File: config.mk
export PLATFORM = sky130hd
export DESIGN_NAME = bin_to_bcd_flat
export DESIGN_NICKNAME = d
export VERILOG_FILES = /design/src/rtl/bin_to_bcd_if.sv /design/src/rtl/bin_to_bcd.sv /design/src/flat_wrapper.sv
export SDC_FILE = /design/constraint.sdc
export NUM_CORES = 1
export LEC_CHECK = 0
export BUFFER_PORTS_ARGS = -buffer_cell sky130_fd_sc_hd__buf_2
export CAP_MARGIN = 20
export CELL_PAD_IN_SITES_DETAIL_PLACEMENT = 0
export CELL_PAD_IN_SITES_GLOBAL_PLACEMENT = 1
export CORE_ASPECT_RATIO = 0.9
export CORE_MARGIN = 4
export CORE_UTILIZATION = 24
export CTS_CLUSTER_SIZE = 28
export DETAILED_ROUTE_END_ITERATION = 6
export PLACE_DENSITY = 0.46
export SYNTH_ARGS = -nofsm -noshare
export SYNTH_HDL_FRONTEND = slang
export SYNTH_SLANG_ARGS = --single-unit
File: constraint.sdc
create_clock -name Clk -period 3.1 [get_ports Clk]
set_input_delay 0.62 -clock Clk [delete_from_list [all_inputs] [get_ports Clk]]
set_output_delay 0.62 -clock Clk [all_outputs]
set_load 0.005 [all_outputs]
File: src/rtl/bin_to_bcd_if.sv
// Request/result bundle for the binary-to-BCD converter.
// The master drives Start/BinIn; the slave returns the BCD result and status.
interface bin_to_bcd_if #(
  parameter int unsigned BIN_W  = 14,
  parameter int unsigned DIGITS = 4
);
  logic                  Start;
  logic [BIN_W-1:0]      BinIn;
  logic [4*DIGITS-1:0]   BCDOut;
  logic                  Busy;
  logic                  Done;
  logic                  Overflow;

  modport master (
    output Start,
    output BinIn,
    input  BCDOut,
    input  Busy,
    input  Done,
    input  Overflow
  );

  modport slave (
    input  Start,
    input  BinIn,
    output BCDOut,
    output Busy,
    output Done,
    output Overflow
  );
endinterface

File: src/rtl/bin_to_bcd.sv
// Sequential shift-add-3 binary-to-BCD converter: one bit per cycle, BIN_W cycles per result.
// Results saturate to all nines when the input does not fit in DIGITS decimal digits.
module bin_to_bcd #(
  parameter int unsigned BIN_W  = 14,
  parameter int unsigned DIGITS = 4
) (
  input  logic           Clk,
  input  logic           Rst,
  bin_to_bcd_if.slave    bus
);

  // (BIN_W+2)/3 digits always cover 2^BIN_W-1, so no carry is ever lost.
  localparam int unsigned AccD   = ((BIN_W + 2) / 3 > DIGITS) ? (BIN_W + 2) / 3 : DIGITS;
  localparam int unsigned AccW   = 4 * AccD;
  localparam int unsigned CntW   = $clog2(BIN_W);
  localparam int unsigned MaxVal = 10 ** DIGITS - 1;
  localparam logic [4*DIGITS-1:0] Nines = {DIGITS{4'h9}};

  typedef enum logic {StIdle, StConv} state_e;

  state_e                r_state, w_state_next;
  logic [BIN_W-1:0]      r_sh, w_sh_next, w_sh_sh;
  logic [AccW-1:0]       r_acc, w_acc_next, w_acc_sh, w_adj;
  logic [CntW-1:0]       r_cnt, w_cnt_next;
  logic                  r_ovf_pend, w_ovf_pend_next;
  logic [4*DIGITS-1:0]   r_bcd, w_bcd_next;
  logic                  r_ovf, w_ovf_next;
  logic                  r_done, w_done_next;

  always_comb begin
    w_adj = r_acc;
    for (int unsigned i = 0; i < AccD; i++) begin
      if (r_acc[4*i +: 4] >= 4'd5) w_adj[4*i +: 4] = r_acc[4*i +: 4] + 4'd3;
    end
  end

  assign {w_acc_sh, w_sh_sh} = {w_adj, r_sh} << 1;

  always_ff @(posedge Clk or posedge Rst) begin
    if (Rst) begin
      r_state    <= StIdle;
      r_sh       <= '0;
      r_acc      <= '0;
      r_cnt      <= '0;
      r_ovf_pend <= 1'b0;
      r_bcd      <= '0;
      r_ovf      <= 1'b0;
      r_done     <= 1'b0;
    end else begin
      r_state    <= w_state_next;
      r_sh       <= w_sh_next;
      r_acc      <= w_acc_next;
      r_cnt      <= w_cnt_next;
      r_ovf_pend <= w_ovf_pend_next;
      r_bcd      <= w_bcd_next;
      r_ovf      <= w_ovf_next;
      r_done     <= w_done_next;
    end
  end

  always_comb begin
    w_state_next    = r_state;
    w_sh_next       = r_sh;
    w_acc_next      = r_acc;
    w_cnt_next      = r_cnt;
    w_ovf_pend_next = r_ovf_pend;
    w_bcd_next      = r_bcd;
    w_ovf_next      = r_ovf;
    w_done_next     = 1'b0;
    unique case (r_state)
      StIdle: begin
        if (bus.Start) begin
          w_state_next    = StConv;
          w_sh_next       = bus.BinIn;
          w_acc_next      = '0;
          w_cnt_next      = CntW'(BIN_W - 1);
          w_ovf_pend_next = (32'(bus.BinIn) > MaxVal);
        end
      end
      StConv: begin
        w_sh_next  = w_sh_sh;
        w_acc_next = w_acc_sh;
        w_cnt_next = r_cnt - CntW'(1);
        if (r_cnt == '0) begin
          w_state_next = StIdle;
          w_cnt_next   = '0;
          w_done_next  = 1'b1;
          w_ovf_next   = r_ovf_pend;
          w_bcd_next   = r_ovf_pend ? Nines : w_acc_sh[4*DIGITS-1:0];
        end
      end
      default: w_state_next = StIdle;
    endcase
  end

  assign bus.BCDOut   = r_bcd;
  assign bus.Busy     = (r_state == StConv);
  assign bus.Done     = r_done;
  assign bus.Overflow = r_ovf;

endmodule

File: src/flat_wrapper.sv
// flat-port wrapper written by rule: the top's interface ports become plain ports
module bin_to_bcd_flat 
#(
  parameter int unsigned BIN_W  = 14,
  parameter int unsigned DIGITS = 4
)
  (Clk, Rst, bus_Start, bus_BinIn, bus_BCDOut, bus_Busy, bus_Done, bus_Overflow);
  bin_to_bcd_if #(.BIN_W(BIN_W), .DIGITS(DIGITS)) bus_i ();
  input  logic Clk;
  input  logic Rst;
  input wire logic [$bits(bus_i.Start)-1:0] bus_Start;
  input wire logic [$bits(bus_i.BinIn)-1:0] bus_BinIn;
  output wire logic [$bits(bus_i.BCDOut)-1:0] bus_BCDOut;
  output wire logic [$bits(bus_i.Busy)-1:0] bus_Busy;
  output wire logic [$bits(bus_i.Done)-1:0] bus_Done;
  output wire logic [$bits(bus_i.Overflow)-1:0] bus_Overflow;
  assign bus_i.Start = bus_Start;
  assign bus_i.BinIn = bus_BinIn;
  assign bus_BCDOut = bus_i.BCDOut;
  assign bus_Busy = bus_i.Busy;
  assign bus_Done = bus_i.Done;
  assign bus_Overflow = bus_i.Overflow;
  bin_to_bcd #(.BIN_W(BIN_W), .DIGITS(DIGITS)) u_core (.Clk(Clk), .Rst(Rst), .bus(bus_i));
endmodule
---- After elaboration in Yosys (flattened, before gate mapping) ----
Cells that the tools add are included.
operators by class
  order comparisons ....................... 6
  $mul .................................... 0
  divide/modulo/power cells ............... 0
  reduce and logical (&&, ||, !) cells .... 3
  shift-type cells ........................ 0
  add/subtract/negate cells ............... 6
  equal/unequal tests ..................... 1
  bitwise logic cells ..................... 1
  mux-type cells .......................... 18
operators with widths
  operator                                                                number
  20-bit case mux with 2 select lines                                     1
  14-bit case mux with 2 select lines                                     1
  4-bit 2-to-1 mux                                                        6
  4-bit by 3-bit >= comparator with 1-bit output (second input constant)  5
  20-bit 2-to-1 mux                                                       1
  4-bit by 2-bit adder with 4-bit output (second input constant)          4
  16-bit 2-to-1 mux                                                       1
  14-bit > comparator (second input constant)                             1
  14-bit 2-to-1 mux                                                       1
  4-bit case mux with 2 select lines                                      1
  4-bit logical NOT                                                       1
  1-bit 2-to-1 mux                                                        4
  2-bit AND reduction                                                     2
  4-bit by 1-bit subtractor with 4-bit output (second input constant)     1
  3-bit by 2-bit adder with 3-bit output (second input constant)          1
  3-bit 2-to-1 mux                                                        1
  2-bit != test (second input constant)                                   1
  1-bit case mux with 2 select lines                                      1
  1-bit inverter                                                          1
word-level totals
  output and inout bits ................... 19
  memories ................................ 0
  word-level logic and storage cells ...... 43
  memory bits (writable) .................. 0
  register bits ........................... 58
  bits in latches ......................... 0
  input bits .............................. 17
  ROM bits ................................ 0

---- Logic depth before layout (Yosys ltp) ----
Gate-level depths: netlist of run 1.
  word-level depth ........................ 3
  gate-level depth with buffers ........... 8
  mapped depth without buffers ............ 7

---- Worst setup path after synthesis of run 1 ----
Ideal clock, no wire load.
  path kind ............................... reg2reg
  start point ............................. register u_core.r_cnt[0]
  end point ............................... register u_core.r_bcd[11] (netlist: u_core.bus.BCDOut[11])
  setup slack ............................. 1587 ps
  data required time ...................... 2974 ps
  arrival time ............................ 1387 ps
  setup time .............................. 126 ps
  path buffers ............................ 0
  clock period less this slack ............ 1513 ps
  cell stages (with the launch flop) ...... 7
  cell sequence ........................... dfrtp_1 > inv_1 > ha_1 > nor3b_4 > nand2_4 > a2111oi_4 > nor2_1
on the way
  longest elaborated chain between the ends .. 2
ends and longest elaborated chain
  what                                  line              text
  start: declaration                    bin_to_bcd.sv:24  logic [CntW-1:0] r_cnt, w_cnt_next;
  start signal: assignment              bin_to_bcd.sv:53  r_cnt <= w_cnt_next;
  4-bit logical NOT                     bin_to_bcd.sv:84  if (r_cnt == '0) begin
  2-bit AND reduction (no source line)  n/a
  end signal: assignment                bin_to_bcd.sv:55  r_bcd <= w_bcd_next;
  end: declaration                      bin_to_bcd.sv:26  logic [4*DIGITS-1:0] r_bcd, w_bcd_next;
No other way between the ends.
A chain may end at the register's enable or synchronous reset.

---- Worst setup path after layout of run 1 ----
  start point ............................. register u_core.r_state (netlist: u_core.bus.Busy)
  end point ............................... output bus_Busy
RTL lines
  what                      line                text
  start: declaration        bin_to_bcd.sv:21    state_e r_state, w_state_next;
  start signal: assignment  bin_to_bcd.sv:41    r_state <= StIdle;
  start signal: assignment  bin_to_bcd.sv:50    r_state <= w_state_next;
  end: declaration          flat_wrapper.sv:14  output wire logic [$bits(bus_i.Busy)-1:0] bus_Busy;
No word-level cell between the ends.

==> results.cfg, run 1 <==
[outcome]
status = finished clean

[setup_path]
crit_required_ns = 2.48
endpoint_kind = output pin
r2r-end = u_core.bus.BCDOut[14]
cpPeakStageDelay_ns = 0.86
cp_num_buf_inv = 1
crit_fanout = 38
cp.depth = 1
worst_r2r_path_depth = 6
startpoint = u_core.bus.Busy
slowest_stage = dfrtp_2
r2r_slack_ns = 1.33
cp-start-kind = flop
path_cells = buf_2
critPathArrivalTime_ns = 1.39
crit_end = bus_Busy
regToRegStartpoint = u_core.r_cnt[0]
crit_family = flip-flops
crit_type = reg2out

[floorplanning]
io_pins = 36
die-height_um = 108
core.rowCount = 36
fp.coreArea_um2 = 10900
die_w_um = 119
dieArea_um2 = 12900
initial_core_util_pct = 24.6

[synthesis]
syn_area_um2 = 2670
syn_avg_cell_area_um2 = 10.5
synth-simple-area-share_pct = 13.5
async_flop_share_pct = 100
yosys-mux-area-fraction_pct = 8.62
syn-instance-count = 254
netlist.area_leader.share_pct = 50.6
seq_area_frac_synth_pct = 50.6
syn_nets = 280
yosysUniqueCellTypes = 32
synth_area_leaders = dfrtp_1 51%, mux2i_1 8.6%, a21oi_1 4.3%, ha_1 4.2%, nand2_1 3.9%
synthAdderAreaFrac_pct = 4.22
synth_top_flop_cell = dfrtp_1
synth_top_family_by_area = compound AO/OA/AOI/OAI gates
synth_seq_cells = 54
synth-compound-area-share_pct = 17.1
synth-xor-area-share_pct = 1.31
synth_edf_count = 0
yosys.area.top_type = dfrtp_1
yosys_warnings = 0

[clock_tree]
post_cts_buffers = 0
cts_buffers = 5
insertion_delay_ns = 0.30
cts_tree = done
h-tree-depth = 2
path_clk_slew_ns = 0.08
cts_root_buffer = clkbuf_16
hold_buffers = 0
clock_path_buffers = 2
ctsResizeCount = 0
clock_sinks = 54

[finish]
fillers = 1166
diodes = 0
area_growth_pct = 17.7
drive_gt1_share_pct = 19.4
final_util_pct = 29.0
fin_nets = 313

[drt]
vias_per_cell = 4.31
drtIter0Drc = 64
dr_total_vias = 1898
final_antenna_net_count = 0
avgRoutedWirePerCell_um = 14.2
drcViolationCount = 0
wl_um = 6250
drt_pass1_iterations = 4

[sta]
setup_violations = 0
period_minus_slack_ns = 2.01
whs_ns = 0.329
tightest_slew_ns = 0.744
relSlewSlack_pct = 50.4
slew_violations = 0
timing.final.crit_share_pct = 64.9
hold_viol_final = 0
timing.fmax_ghz = 0.497
skew_ns = 0.0122
fin_tns_setup_ns = 0
rsz0062_at_grt = false

[global_routing]
busiest_layer = met2
track_usage_pct = 10.4
use_met1_pct = 14.3
grt_use_met2_pct = 16.5
use_met3_pct = 2.51
antenna_found_initial = 0
overflow = 0
grt_pass1_wl_um = 10800
grt_start_max_net_pins = 39
grt_pass1_vias = 1993

[power]
p_int_mw = 1.97
netSwitchingFraction_pct = 39.9
p_per_area_nw_per_um2 = 1040
clkPwrFrac_pct = 17.7
seqPwrFrac_pct = 41.6
p_comb_share_pct = 40.7
peakVddDrop_v = 0.000305
leakage_nw = 1.50
switching_power_mw = 1.31

[place]
portBuffers = 35
gp_congestion = 0.705
hpwl_um = 4390

[flow_run]
drv_cap = 0

[min_path]
hold_class = in2async
synth_stat cells (5+ instances only):
master	instances
dfrtp_1	54
inv_1	12
nor2_1	17
nand2_1	28
a21o_1	9
nor3b_1	9
buf_2	6
a21oi_1	23
mux2i_1	23
nand2b_1	5
ha_1	9
o21ai_0	18
a22o_1	7
power by group through the flow:
| stage | clock network [mW] | logic [mW] | registers [mW] |
|---|---|---|---|
| 2_1_floorplan | 0 | 1.12 | 1.23 |
| 3_3_place_gp | 0 | 1.36 | 1.39 |
| 3_5_place_dp | 0 | 1.37 | 1.38 |
| 4_1_cts | 0.600 | 1.37 | 1.37 |
| 5_1_grt | 0.639 | 1.54 | 1.43 |
| 6_report | 0.580 | 1.34 | 1.36 |
layer usage:
| metal | routed length (um) | part of all wire (%) |
|---|---|---|
| met1 | 3110 | 50 |
| met4 | 52 | 0.83 |
| met2 | 2840 | 45 |
| met5 | 0 | 0 |
| met3 | 251 | 4.0 |
worst min-delay path by stage:
stage | start | endpoint | slack, ns | depth (start not counted)
finish | Rst | u_core.bus.BCDOut[15] | 0.33 | 2
global route | Rst | u_core.bus.BCDOut[15] | 0.35 | 2
CTS | Rst | u_core.bus.BCDOut[15] | 0.35 | 2
detailed placement | u_core.bus.BCDOut[13] | u_core.bus.BCDOut[13] | 0.47 | 2
global placement | u_core.bus.Overflow | u_core.bus.Overflow | 0.46 | 2
floorplan | u_core.r_sh[10] | u_core.r_sh[11] | 0.45 | 2
through the flow:
step	instance area, um^2	instances	worst slack, ns	power (mW)
floorplan	2670	254	1.17	2.35
global placement	2990	432	1.32	2.75
detailed placement	2990	432	1.30	2.76
CTS	3140	440	1.06	3.35
global route	3140	440	0.979	3.61
finish	3140	440	1.09	3.28
sequential cells by signal, indices dropped and copies added, names as in the netlist:
register and count:
u_core.bus.Busy 1, u_core.r_acc 16, u_core.bus.Done 1, u_core.r_cnt 4, u_core.r_ovf_pend 1, u_core.bus.Overflow 1
u_core.bus.BCDOut 16, u_core.r_sh 14
cell families (layout without fill, tap and decap cells):
kind of cell	Yosys count	in the layout
buf+inv	26	60
compound gates	67	67
mux	23	23
simple gates	71	71
flops	54	54
fa+ha+maj	9	9
xor+xnor	4	4
layout make-up:
type                            instances  area [um^2]  share of cell area (%)
Sequential cell                        54         1350                    43.0
Clock buffer                            5          125                    3.98
Inverter                               13         48.8                    1.55
Clock inverter                          3         26.3                   0.836
Timing Repair Buffer                   39          205                    6.53
Multi-Input combinational cell        174         1200                    38.0
Tap cell                              152          190                    6.05
cells in the final DEF (no fill, tap or decap), types with 5 or more instances in the layout:
master | synthesis | final
buf_2 | 6 | 35
o21ai_0 | 18 | 18
a21oi_1 | 23 | 23
dfrtp_1 | 54 | 53
nor3b_1 | 9 | 9
inv_1 | 12 | 11
nand2_1 | 28 | 28
a22o_1 | 7 | 7
clkbuf_16 | 0 | 5
ha_1 | 9 | 9
mux2i_1 | 23 | 23
nand2b_1 | 5 | 5
nor2_1 | 17 | 17
a21o_1 | 9 | 9
No activity file was read; power rests on OpenSTA's default activity.
==> inputs of run 2 (changes only) <==
--- a/config.mk
+++ b/config.mk
@@ -14,7 +14,7 @@
 export CORE_UTILIZATION = 24
 export CTS_CLUSTER_SIZE = 28
 export DETAILED_ROUTE_END_ITERATION = 6
-export PLACE_DENSITY = 0.46
+export PLACE_DENSITY = 0.47
 export SYNTH_ARGS = -nofsm -noshare
 export SYNTH_HDL_FRONTEND = slang
 export SYNTH_SLANG_ARGS = --single-unit
==> constraint.sdc (replaced) <==
create_clock -name Clk -period 1.7 [get_ports Clk]
set_input_delay 0.34 -clock Clk [delete_from_list [all_inputs] [get_ports Clk]]
set_output_delay 0.34 -clock Clk [all_outputs]
set_load 0.005 [all_outputs]
==> run 2 against run 1 <==
Against the previous run:
- via count up 4.3%
- count of clock-buffer cells in the layout unchanged
- final area up 7.0%
- critical path depth up 5
- total power up 98%
- clock power up 100%
- final cell count up 4.5%
- global-route usage about the same
- die area unchanged
- critical endpoint is now u_core.bus.BCDOut[1]
- largest power group is now combinational cells
- highest routed layer unchanged
==> results.cfg, run 2 (synthesis gave the netlist of run 1 again) <==
[finish]
stdcell_count = 460
area_growth_pct = 26.0
multiInputGateArea_um2 = 1230
fin_nets = 333
diodes = 0
fillers = 1147
drive_gt1_share_pct = 26.9
seq_area_um2 = 1350
final_cell_mix = 53 x dfrtp_1, 35 x buf_2, 28 x nand2_1
final_common_cell = dfrtp_1

[drt]
vias_per_cell = 4.30
drcViolationCount = 0
final_antenna_net_count = 0
avgRoutedWirePerCell_um = 13.8
dr_total_vias = 1980
drt_pass1_iterations = 4
wl_um = 6340
drtIter0Drc = 66

[clock_tree]
clock_path_buffers = 2
clock_sinks = 54
cts_root_buffer = clkbuf_16
hold_buffers = 0
cts_buffers = 5
insertion_delay_ns = 0.30
h-tree-depth = 2
cts_tree = done
path_clk_slew_ns = 0.07

[setup_path]
crit_type = reg2reg
critPathArrivalTime_ns = 1.79
slowest_stage = dfrtp_1
crit_required_ns = 1.89
cp_num_buf_inv = 2
crit_fanout = 7
endpoint_kind = flop
crit_family = simple AND/OR/NAND/NOR gates
cp-start-kind = flop
cpPeakStageDelay_ns = 0.41
path_cells = inv_2, ha_4, nor3b_4, nand2_4, buf_6, a22o_1

[min_path]
hold_class = in2async

[global_routing]
grt_pass1_wl_um = 10600
overflow = 0
grt_start_max_net_pins = 55
grt_pass1_vias = 2013
antenna_found_initial = 0
track_usage_pct = 10.4

[place]
portBuffers = 35
dp_cells = 444
gp_congestion = 0.724
hpwl_um = 4350

[floorplanning]
initial_core_util_pct = 24.6
dieArea_um2 = 12900
fp.coreArea_um2 = 10900
io_pins = 36
die-height_um = 108
core.rowCount = 36
die_w_um = 119

[outcome]
status = finished clean

[power]
peakVddDrop_v = 0.000410
leakage_nw = 1.60
power.total_mw = 6.51
p_per_area_nw_per_um2 = 1930

[sta]
skew_ns = 0.00678
tightest_slew_ns = 0.531
slew_violations = 0
hold_viol_final = 0
timing.final.crit_share_pct = 94.1
setup_violations = 0
timing.fmax_ghz = 0.625
relSlewSlack_pct = 64.6
period_minus_slack_ns = 1.60

[flow_run]
drv_cap = 0
## run 2: through the flow
step	setup TNS [ns]	area [um^2]	worst slack, ns	utilization [%]	hold WS [ns]
5_1_grt	-0.0494	3370	-0.0142	31.0	0.114
3_3_place_gp	0	3100	0.0838	28.5	0.428
3_5_place_dp	0	3100	0.0674	28.5	0.425
6_report	0	3370	0.101	31.0	0.0768
2_1_floorplan	0	2670	0.0454	-	0.449
4_1_cts	0	3260	0.0498	30.0	0.0974
## run 2: report_power, final
group | switching [mW] | internal [mW]
Combinational | 1.49 | 1.46
Sequential | 0.512 | 1.87
Clock | 0.490 | 0.691
## run 2: path summary, 6_finish.rpt
path                       slack [ns]                    to  cells past startpoint             from
max in group asynchronous        1.34       u_core.bus.Busy                      3              Rst
hold reg to reg                  0.48        u_core.r_sh[2]                      2   u_core.r_sh[1]
min in group Clk                 0.29        u_core.r_sh[0]                      3     bus_BinIn[0]
setup reg to reg                 0.10  u_core.bus.BCDOut[1]                      6  u_core.r_cnt[0]
hold / removal                   0.08       u_core.r_acc[9]                      3              Rst
setup / recovery                 0.10  u_core.bus.BCDOut[1]                      6  u_core.r_cnt[0]
## run 2: area by class of cell
| cell class | count | area share (%) |
|---|---|---|
| inverter | 13 | 1.52 |
| tap | 152 | 5.65 |
| multi-input combinational | 175 | 36.5 |
| sequential | 54 | 40.2 |
| clock inverter | 3 | 1.19 |
| timing repair buffer | 58 | 11.2 |
| clock buffer | 5 | 3.72 |
## run 2: worst register-to-register path: cells and delay by family (launching register included)
family | cells | cell delay (ns)
AO/OA/AOI/OAI | 1 | 0.23
adder cells (fa/ha/maj) | 1 | 0.13
buffers and inverters | 2 | 0.27
flip-flops | 1 | 0.41
AND/OR/NAND/NOR | 2 | 0.46
## run 2: what timing repair did
action,4_1_cts,5_1_grt
endpoints found under the setup margin,0,19
setup buffers,0,7
resized for setup,0,11
## run 2: routing by layer
metal  vias to the layer above  track usage (%)  share of wire, %
li1                        992                -                 -
met1                       951             14.6                51
met2                        30             15.5                43
met3                         7             2.82               4.0
met4                         0             3.47               1.5
met5                         -                0                 0
